<file path="src/rtl/msi_snoop_arbiter.sv">
// Snooping bus arbiter for two MSI caches: round-robin grant, snoop of the non-owner,
// cache-to-cache supply or memory fill, write invalidate. Optional watchdog: MSI_ARB_WDOG_EN.
module msi_snoop_arbiter #(
  parameter int WDOG_LIM = 16
) (
  input  logic        clk,
  input  logic        rst,
  input  logic        req0,
  input  logic        req1,
  input  logic        rw0,
  input  logic        rw1,
  input  logic [10:0] addr0,
  input  logic [10:0] addr1,
  output logic        gnt0,
  output logic        gnt1,
  output logic        done0,
  output logic        done1,
  output logic        err0,
  output logic        err1,
  output logic        snp_sel,
  output logic        snp_search,
  output logic [10:0] snp_boci,
  input  logic        snp_found,
  output logic        snp_inval,
  output logic        shared,
  output logic        mem_re,
  input  logic        mem_rdy,
  output logic        busy,
  output logic [2:0]  o_dbg_state
);

  typedef enum logic [2:0] {
    S_IDLE   = 3'd0,
    S_GRANT  = 3'd1,
    S_SNOOP  = 3'd2,
    S_SUPPLY = 3'd3,
    S_MEM    = 3'd4,
    S_INVAL  = 3'd5,
    S_DONE   = 3'd6
  } state_t;

  state_t      r_state;
  state_t      w_next;
  logic        r_owner;
  logic        w_owner;
  logic [10:0] r_addr;
  logic [10:0] w_addr;
  logic        r_rw;
  logic        w_rw;
  logic        r_last;
  logic        w_last;
  logic        w_abort;

  logic        r_gnt0, r_gnt1, r_done0, r_done1;
  logic        r_snp_sel, r_snp_search, r_snp_inval, r_shared, r_mem_re, r_busy;
  logic [10:0] r_snp_boci;

`ifdef MSI_ARB_WDOG_EN
  localparam int WDOG_W = $clog2(WDOG_LIM + 1);
  logic [WDOG_W-1:0] r_wdog;
  logic              r_err0, r_err1;

  // The abort fires on the MEM cycle whose miss would bring the count to WDOG_LIM.
  assign w_abort = (r_state == S_MEM) && !mem_rdy && (r_wdog == WDOG_W'(WDOG_LIM - 1));

  always_ff @(posedge clk or posedge rst) begin
    if (rst) begin
      r_wdog <= '0;
      r_err0 <= 1'b0;
      r_err1 <= 1'b0;
    end else begin
      if (r_state != S_MEM) r_wdog <= '0;
      else if (!mem_rdy)    r_wdog <= r_wdog + WDOG_W'(1);
      r_err0 <= w_abort && !r_owner;
      r_err1 <= w_abort && r_owner;
    end
  end

  assign err0 = r_err0;
  assign err1 = r_err1;
`else
  logic w_unused_wdog_lim;
  assign w_unused_wdog_lim = ^WDOG_LIM;
  assign w_abort = 1'b0;
  assign err0    = 1'b0;
  assign err1    = 1'b0;
`endif

  always_comb begin
    w_next  = r_state;
    w_owner = r_owner;
    w_addr  = r_addr;
    w_rw    = r_rw;
    w_last  = r_last;
    case (r_state)
      S_IDLE: begin
        if (req0 || req1) begin
          w_next = S_GRANT;
          // CPU0 wins when alone or when CPU1 was the last one served.
          if (req0 && (!req1 || r_last)) begin
            w_owner = 1'b0;
            w_addr  = addr0;
            w_rw    = rw0;
          end else begin
            w_owner = 1'b1;
            w_addr  = addr1;
            w_rw    = rw1;
          end
        end
      end
      S_GRANT:  w_next = S_SNOOP;
      S_SNOOP:  w_next = snp_found ? S_SUPPLY : S_MEM;
      S_SUPPLY: w_next = r_rw ? S_INVAL : S_DONE;
      S_MEM: begin
        if (w_abort) begin
          w_next = S_IDLE;
          w_last = r_owner;
        end else if (mem_rdy) begin
          w_next = r_rw ? S_INVAL : S_DONE;
        end
      end
      S_INVAL: w_next = S_DONE;
      S_DONE: begin
        w_next = S_IDLE;
        w_last = r_owner;
      end
      default: w_next = S_IDLE;
    endcase
  end

  // Outputs are registered from the next state, so they line up with the state they decode.
  always_ff @(posedge clk or posedge rst) begin
    if (rst) begin
      r_state      <= S_IDLE;
      r_owner      <= 1'b0;
      r_addr       <= '0;
      r_rw         <= 1'b0;
      r_last       <= 1'b1;
      r_gnt0       <= 1'b0;
      r_gnt1       <= 1'b0;
      r_done0      <= 1'b0;
      r_done1      <= 1'b0;
      r_snp_sel    <= 1'b0;
      r_snp_search <= 1'b0;
      r_snp_boci   <= '0;
      r_snp_inval  <= 1'b0;
      r_shared     <= 1'b0;
      r_mem_re     <= 1'b0;
      r_busy       <= 1'b0;
    end else begin
      r_state      <= w_next;
      r_owner      <= w_owner;
      r_addr       <= w_addr;
      r_rw         <= w_rw;
      r_last       <= w_last;
      r_gnt0       <= (w_next == S_GRANT) && !w_owner;
      r_gnt1       <= (w_next == S_GRANT) && w_owner;
      r_done0      <= (w_next == S_DONE) && !w_owner;
      r_done1      <= (w_next == S_DONE) && w_owner;
      r_snp_sel    <= (w_next != S_IDLE) && !w_owner;
      r_snp_search <= (w_next == S_SNOOP);
      r_snp_boci   <= (w_next != S_IDLE) ? w_addr : 11'd0;
      r_snp_inval  <= (w_next == S_INVAL);
      r_shared     <= (w_next == S_SUPPLY);
      r_mem_re     <= (w_next == S_MEM);
      r_busy       <= (w_next != S_IDLE);
    end
  end

  assign gnt0        = r_gnt0;
  assign gnt1        = r_gnt1;
  assign done0       = r_done0;
  assign done1       = r_done1;
  assign snp_sel     = r_snp_sel;
  assign snp_search  = r_snp_search;
  assign snp_boci    = r_snp_boci;
  assign snp_inval   = r_snp_inval;
  assign shared      = r_shared;
  assign mem_re      = r_mem_re;
  assign busy        = r_busy;
  assign o_dbg_state = r_state;

endmodule
</file>
<file path="config.mk">
export PLATFORM = sky130hd
export DESIGN_NAME = msi_snoop_arbiter
export DESIGN_NICKNAME = d
export VERILOG_FILES = /design/src/rtl/msi_snoop_arbiter.sv
export SDC_FILE = /design/constraint.sdc
export NUM_CORES = 1
export LEC_CHECK = 0
export ABC_CLOCK_PERIOD_IN_PS = 1800
export CELL_PAD_IN_SITES_DETAIL_PLACEMENT = 1
export CELL_PAD_IN_SITES_GLOBAL_PLACEMENT = 1
export CORE_ASPECT_RATIO = 1.75
export CORE_MARGIN = 3
export CORE_UTILIZATION = 42
export CTS_BUF_LIST = sky130_fd_sc_hd__clkbuf_16
export DETAILED_ROUTE_END_ITERATION = 10
export DONT_BUFFER_PORTS = 1
export HOLD_SLACK_MARGIN = 0.15
export PLACE_DENSITY_LB_ADDON = 0.1
export REMOVE_ABC_BUFFERS = 1
export SLEW_MARGIN = 25
export SYNTH_ARGS = -nofsm -noshare
export SYNTH_HDL_FRONTEND = slang
export SYNTH_SLANG_ARGS = --single-unit
</file>
<file path="constraint.sdc">
create_clock -name clk -period 1.8 [get_ports clk]
set_clock_uncertainty 0.2 [all_clocks]
set_input_delay 0.36 -clock clk [delete_from_list [all_inputs] [get_ports clk]]
set_output_delay 0.36 -clock clk [all_outputs]
set_load 0.02 [all_outputs]
</file>
# == Word level (Yosys, flattened, before mapping) ==
# Index checks and enable logic that the tools add are counted.
# Widths: inputs -> output; s select.
# op_classes
n_mux,13
eq_ne,12
reduce_logical,13
# op_table
cell,count
$mux 11,4
$eq 3x3->1 const B,6
$pmux 3 s6,1
$eq 3x2->1 const B,4
$mux 3,3
$eq 3x1->1 const B,2
$logic_and 1x1->1,6
$mux 1,4
$logic_not 3->1,1
$reduce_bool 3->1,1
$logic_not 1->1,2
$logic_or 1x1->1,2
$mux 2,1
$reduce_and 2->1,1
# totals
input_bits,30
wordCells,54
ff_bits,38
out_inout_bits,26

# == Logic depth before layout (Yosys ltp) ==
# depth
depth_word,8
ltp_mapped,6
depth_no_buf,4

# == Worst setup path before layout ==
# OpenSTA, ideal clock, no wires.
# synth_path
path_kind,reg-to-reg
startpoint,"register r_state[0], in the netlist o_dbg_state[0]"
endpoint,"register r_done1, in the netlist done1"
path_stages_with_launch,6
t_required_ps,1473
setup_time_ps,127
n_path_buf,2
arrival_time_ps,1475
path_slack_ps,-2
synth_period_minus_slack_ps,1802
path_cell_list,dfrtp_1 buf_6 or3_4 buf_6 o22a_4 nor2b_4
# synth_between
word_cells_on_any_way,12
classes_between,eq/ne: 6; mux: 4; reduce/logical: 2
# synth_lines
item,line,text
"start, declared",42,state_t r_state;
"start signal, assigned",151,r_state <= w_next;
$logic_not 3->1,95,case (r_state)
$mux 1,95,
named net w_owner,45,logic w_owner;
$logic_and 1x1->1,159,r_done1 <= (w_next == S_DONE) && w_owner;
"end signal, assigned",159,
"end, declared",54,"logic r_gnt0, r_gnt1, r_done0, r_done1;"
# The timed path passes the listed nets, and every way through them passes these cells.
# A chain may end at the register's enable or synchronous reset.

# == Worst setup path in the final report ==
# layout_path
startpoint,input port req1
endpoint,"register r_snp_boci[4], in the netlist snp_boci[4]"
# layout_between
elab_chain_cells,7
word_cells_on_any_way,11
classes_between,mux: 6; reduce/logical: 5
# layout_lines
item,line,text
"start, declared",9,"input logic req1,"
branches (longest 6 deep; another with $pmux 3 s6),--,
$mux 11 *,162,r_snp_boci <= (w_next != S_IDLE) ? w_addr : 11'd0;
"end signal, assigned",162,
"end, declared",56,logic [10:0] r_snp_boci;
# Every way passes the cells marked *.

==> flow_summary.json <==
{
  "cp.required_ns": 1.74,
  "cts_tree": "built",
  "gp_congestion": 0.7466,
  "synth-xor-area-share_pct": 0,
  "area_delta_synth_final_pct": 33.64,
  "synth_ff_type": "dfrtp_1",
  "relSlewSlack_pct": 62.87,
  "worst_pin_slew_ns": 0.5570,
  "slew_viol_final": 0,
  "yosys.area_share.simple_pct": 13.67,
  "violations": "negative setup slack",
  "power_mw": 3.836,
  "clk_path_buf_depth": 2,
  "cap_viol_max_count": 0,
  "synth_cells": 150,
  "routedWlPerCell_um": 18.72,
  "place_inst": 195,
  "drc": 0,
  "hold_path.class": "input port to flop",
  "boundaryPins": 56,
  "synth_top_family_by_area": "compound AO/OA/AOI/OAI gates",
  "crit_type": "input port to flop",
  "initial_core_util_pct": 44.45,
  "yosysUniqueCellTypes": 32,
  "grt_first_pass_wirelength_mm": 6.134,
  "drive_above_1_share_pct": 17.20,
  "synth_area_mm2": 0.001629,
  "row_count": 29,
  "clk_pin_slew_worst_paths_ns": 0.05,
  "worstSkewPairLatency_ns": 0.27,
  "ant_nets": 0,
  "antenna_found_initial": 0,
  "placed_area_mm2": 0.001698,
  "die_x_um": 53.08,
  "rsz0062_at_grt": "yes",
  "fin_crit_ns": 1.805,
  "viasPerCell": 5.267,
  "nets": 215,
  "crit_arrival_ns": 1.75,
  "fin_area_mm2": 0.002177,
  "clkSinkCount": 38,
  "crit_fanout": 7,
  "outcome": "complete, but fails checks",
  "num_vias": 1222,
  "yosys_warnings": 0,
  "synthMuxAreaShare_pct": 8.065,
  "htreeDepth": 2,
  "fmax_mhz": 554.1,
  "yosysSeqAreaShare_pct": 58.45,
  "ys_async_sr_fraction_pct": 100.0,
  "grt_max_degree": 27,
  "power_density_mw_per_mm2": 1762,
  "cts-root-buf": "clkbuf_16",
  "die_area_mm2": 0.004691,
  "synth_compound_area_share_pct": 14.21,
  "final_common_cell": "dfrtp_1",
  "post-route-util_pct": 59.41,
  "synth_edf_count": 0,
  "core_mm2": 0.003665,
  "fin_ws_ns": -0.004727,
  "drt-initial-drc-count": 8,
  "peakVddDrop_mv": 0.9116,
  "diodes": 0,
  "avgSynthCellArea_um2": 10.86,
  "synthAdderAreaFrac_pct": 0,
  "first_pass_iters": 4,
  "synth.ff_latch_count": 38,
  "portBuffers": 0,
  "cts_made_buffers": 5,
  "post_cts_buffers": 0,
  "final-instance-count-excl-fill": 232,
  "static-leakage-power_nw": 1.013,
  "startpoint_type": "input port",
  "timing.final.crit_share_pct": 100.3,
  "track_usage_pct": 18.51,
  "timing.final.hold_violations": 0,
  "layout_common_cells": "dfrtp_1, nand2_1, dlygate4sd3_1",
  "setup_viol": 1,
  "overflow": 0,
  "grt_pass1_vias": 1311,
  "dp_hpwl_mm": 2.532,
  "fp.dieH_um": 88.39,
  "crit_path_end_kind": "flop",
  "totalWireLength_mm": 4.342
}
==> report_power, final <==
group          switching, mW  internal, mW  leakage (nW)  total, mW
clock network          0.313         0.497        0.0738      0.811
registers              0.506          1.25         0.478       1.76
logic                  0.723         0.544         0.461       1.27
==> Yosys cell counts, types with 2 or more instances <==
library cell | number | share of area [%]
clkbuf_1 | 4 | 0.92
dfrtp_1 | 37 | 57
buf_6 | 3 | 2.1
a21oi_1 | 2 | 0.61
nand2b_1 | 3 | 1.2
inv_1 | 3 | 0.69
nand2_1 | 28 | 6.5
mux2i_1 | 12 | 7.4
nor2_1 | 6 | 1.4
buf_4 | 3 | 1.4
o21ai_0 | 27 | 8.3
nor2b_1 | 2 | 0.77
==> critical path, stage by stage <==
cell,delay [ns]
dlygate4sd3_1,0.54
inv_2,0.07
o21ai_4,0.19
clkbuf_16,0.20
mux2i_1,0.26
o21ai_0,0.13
==> final timing paths <==
check	start	to	slack (ns)	cells past startpoint
worst max-delay path	req1	snp_boci[4]	-0.005	6
worst min-delay path	req0	o_dbg_state[0]	0.17	3
worst max register to register	o_dbg_state[1]	r_addr[10]	0.09	4
worst min register to register	r_addr[7]	snp_boci[7]	0.29	2
max in group asynchronous	rst	r_last	0.63	3
min in group asynchronous	rst	snp_boci[8]	0.39	3
==> per-layer routing <==
layer	routed length, µm	GRT usage [%]
met5	0	0
met4	76	8.372
met3	202	4.890
met2	2553	34.84
met1	1510	18.03
==> area by class of cell <==
type	count	area, µm²
clock inverters	3	11.26
inverters	3	11.26
clock buffers	5	125.1
flip-flops and latches	38	953.4
multi-input cells	99	633.1
well taps	46	57.56
fillers	387	1488
repair buffers	38	385.4
==> cells by family after synthesis <==
group	after synthesis
muxes	13
AOI/OAI and AO/OA	38
buffers and inverters	14
DFF	38
and+or+nand+nor	46
other	1
==> per-stage QoR <==
stage                TNS [ns]  setup WS, ns  hold WS, ns
floorplan              -6.145       -0.4095       0.2497
global placement            0       0.04918      0.07161
detailed placement    -0.1656      -0.04196      0.08484
CTS                         0       0.02921       0.1536
global route          -0.3593      -0.05945       0.1797
finish              -0.004727     -0.004727       0.1654
==> timing repair <==
| action | in CTS | in global routing |
|---|---|---|
| endpoints found under the setup margin | 11 | 19 |
| cloned | 0 | 1 |
| pin swaps | 0 | 1 |
| hold endpoints to repair | 60 | 0 |
| resized for setup | 1 | 7 |
| hold buffers | 28 | 0 |
No activity file was read; power rests on OpenSTA's default activity.
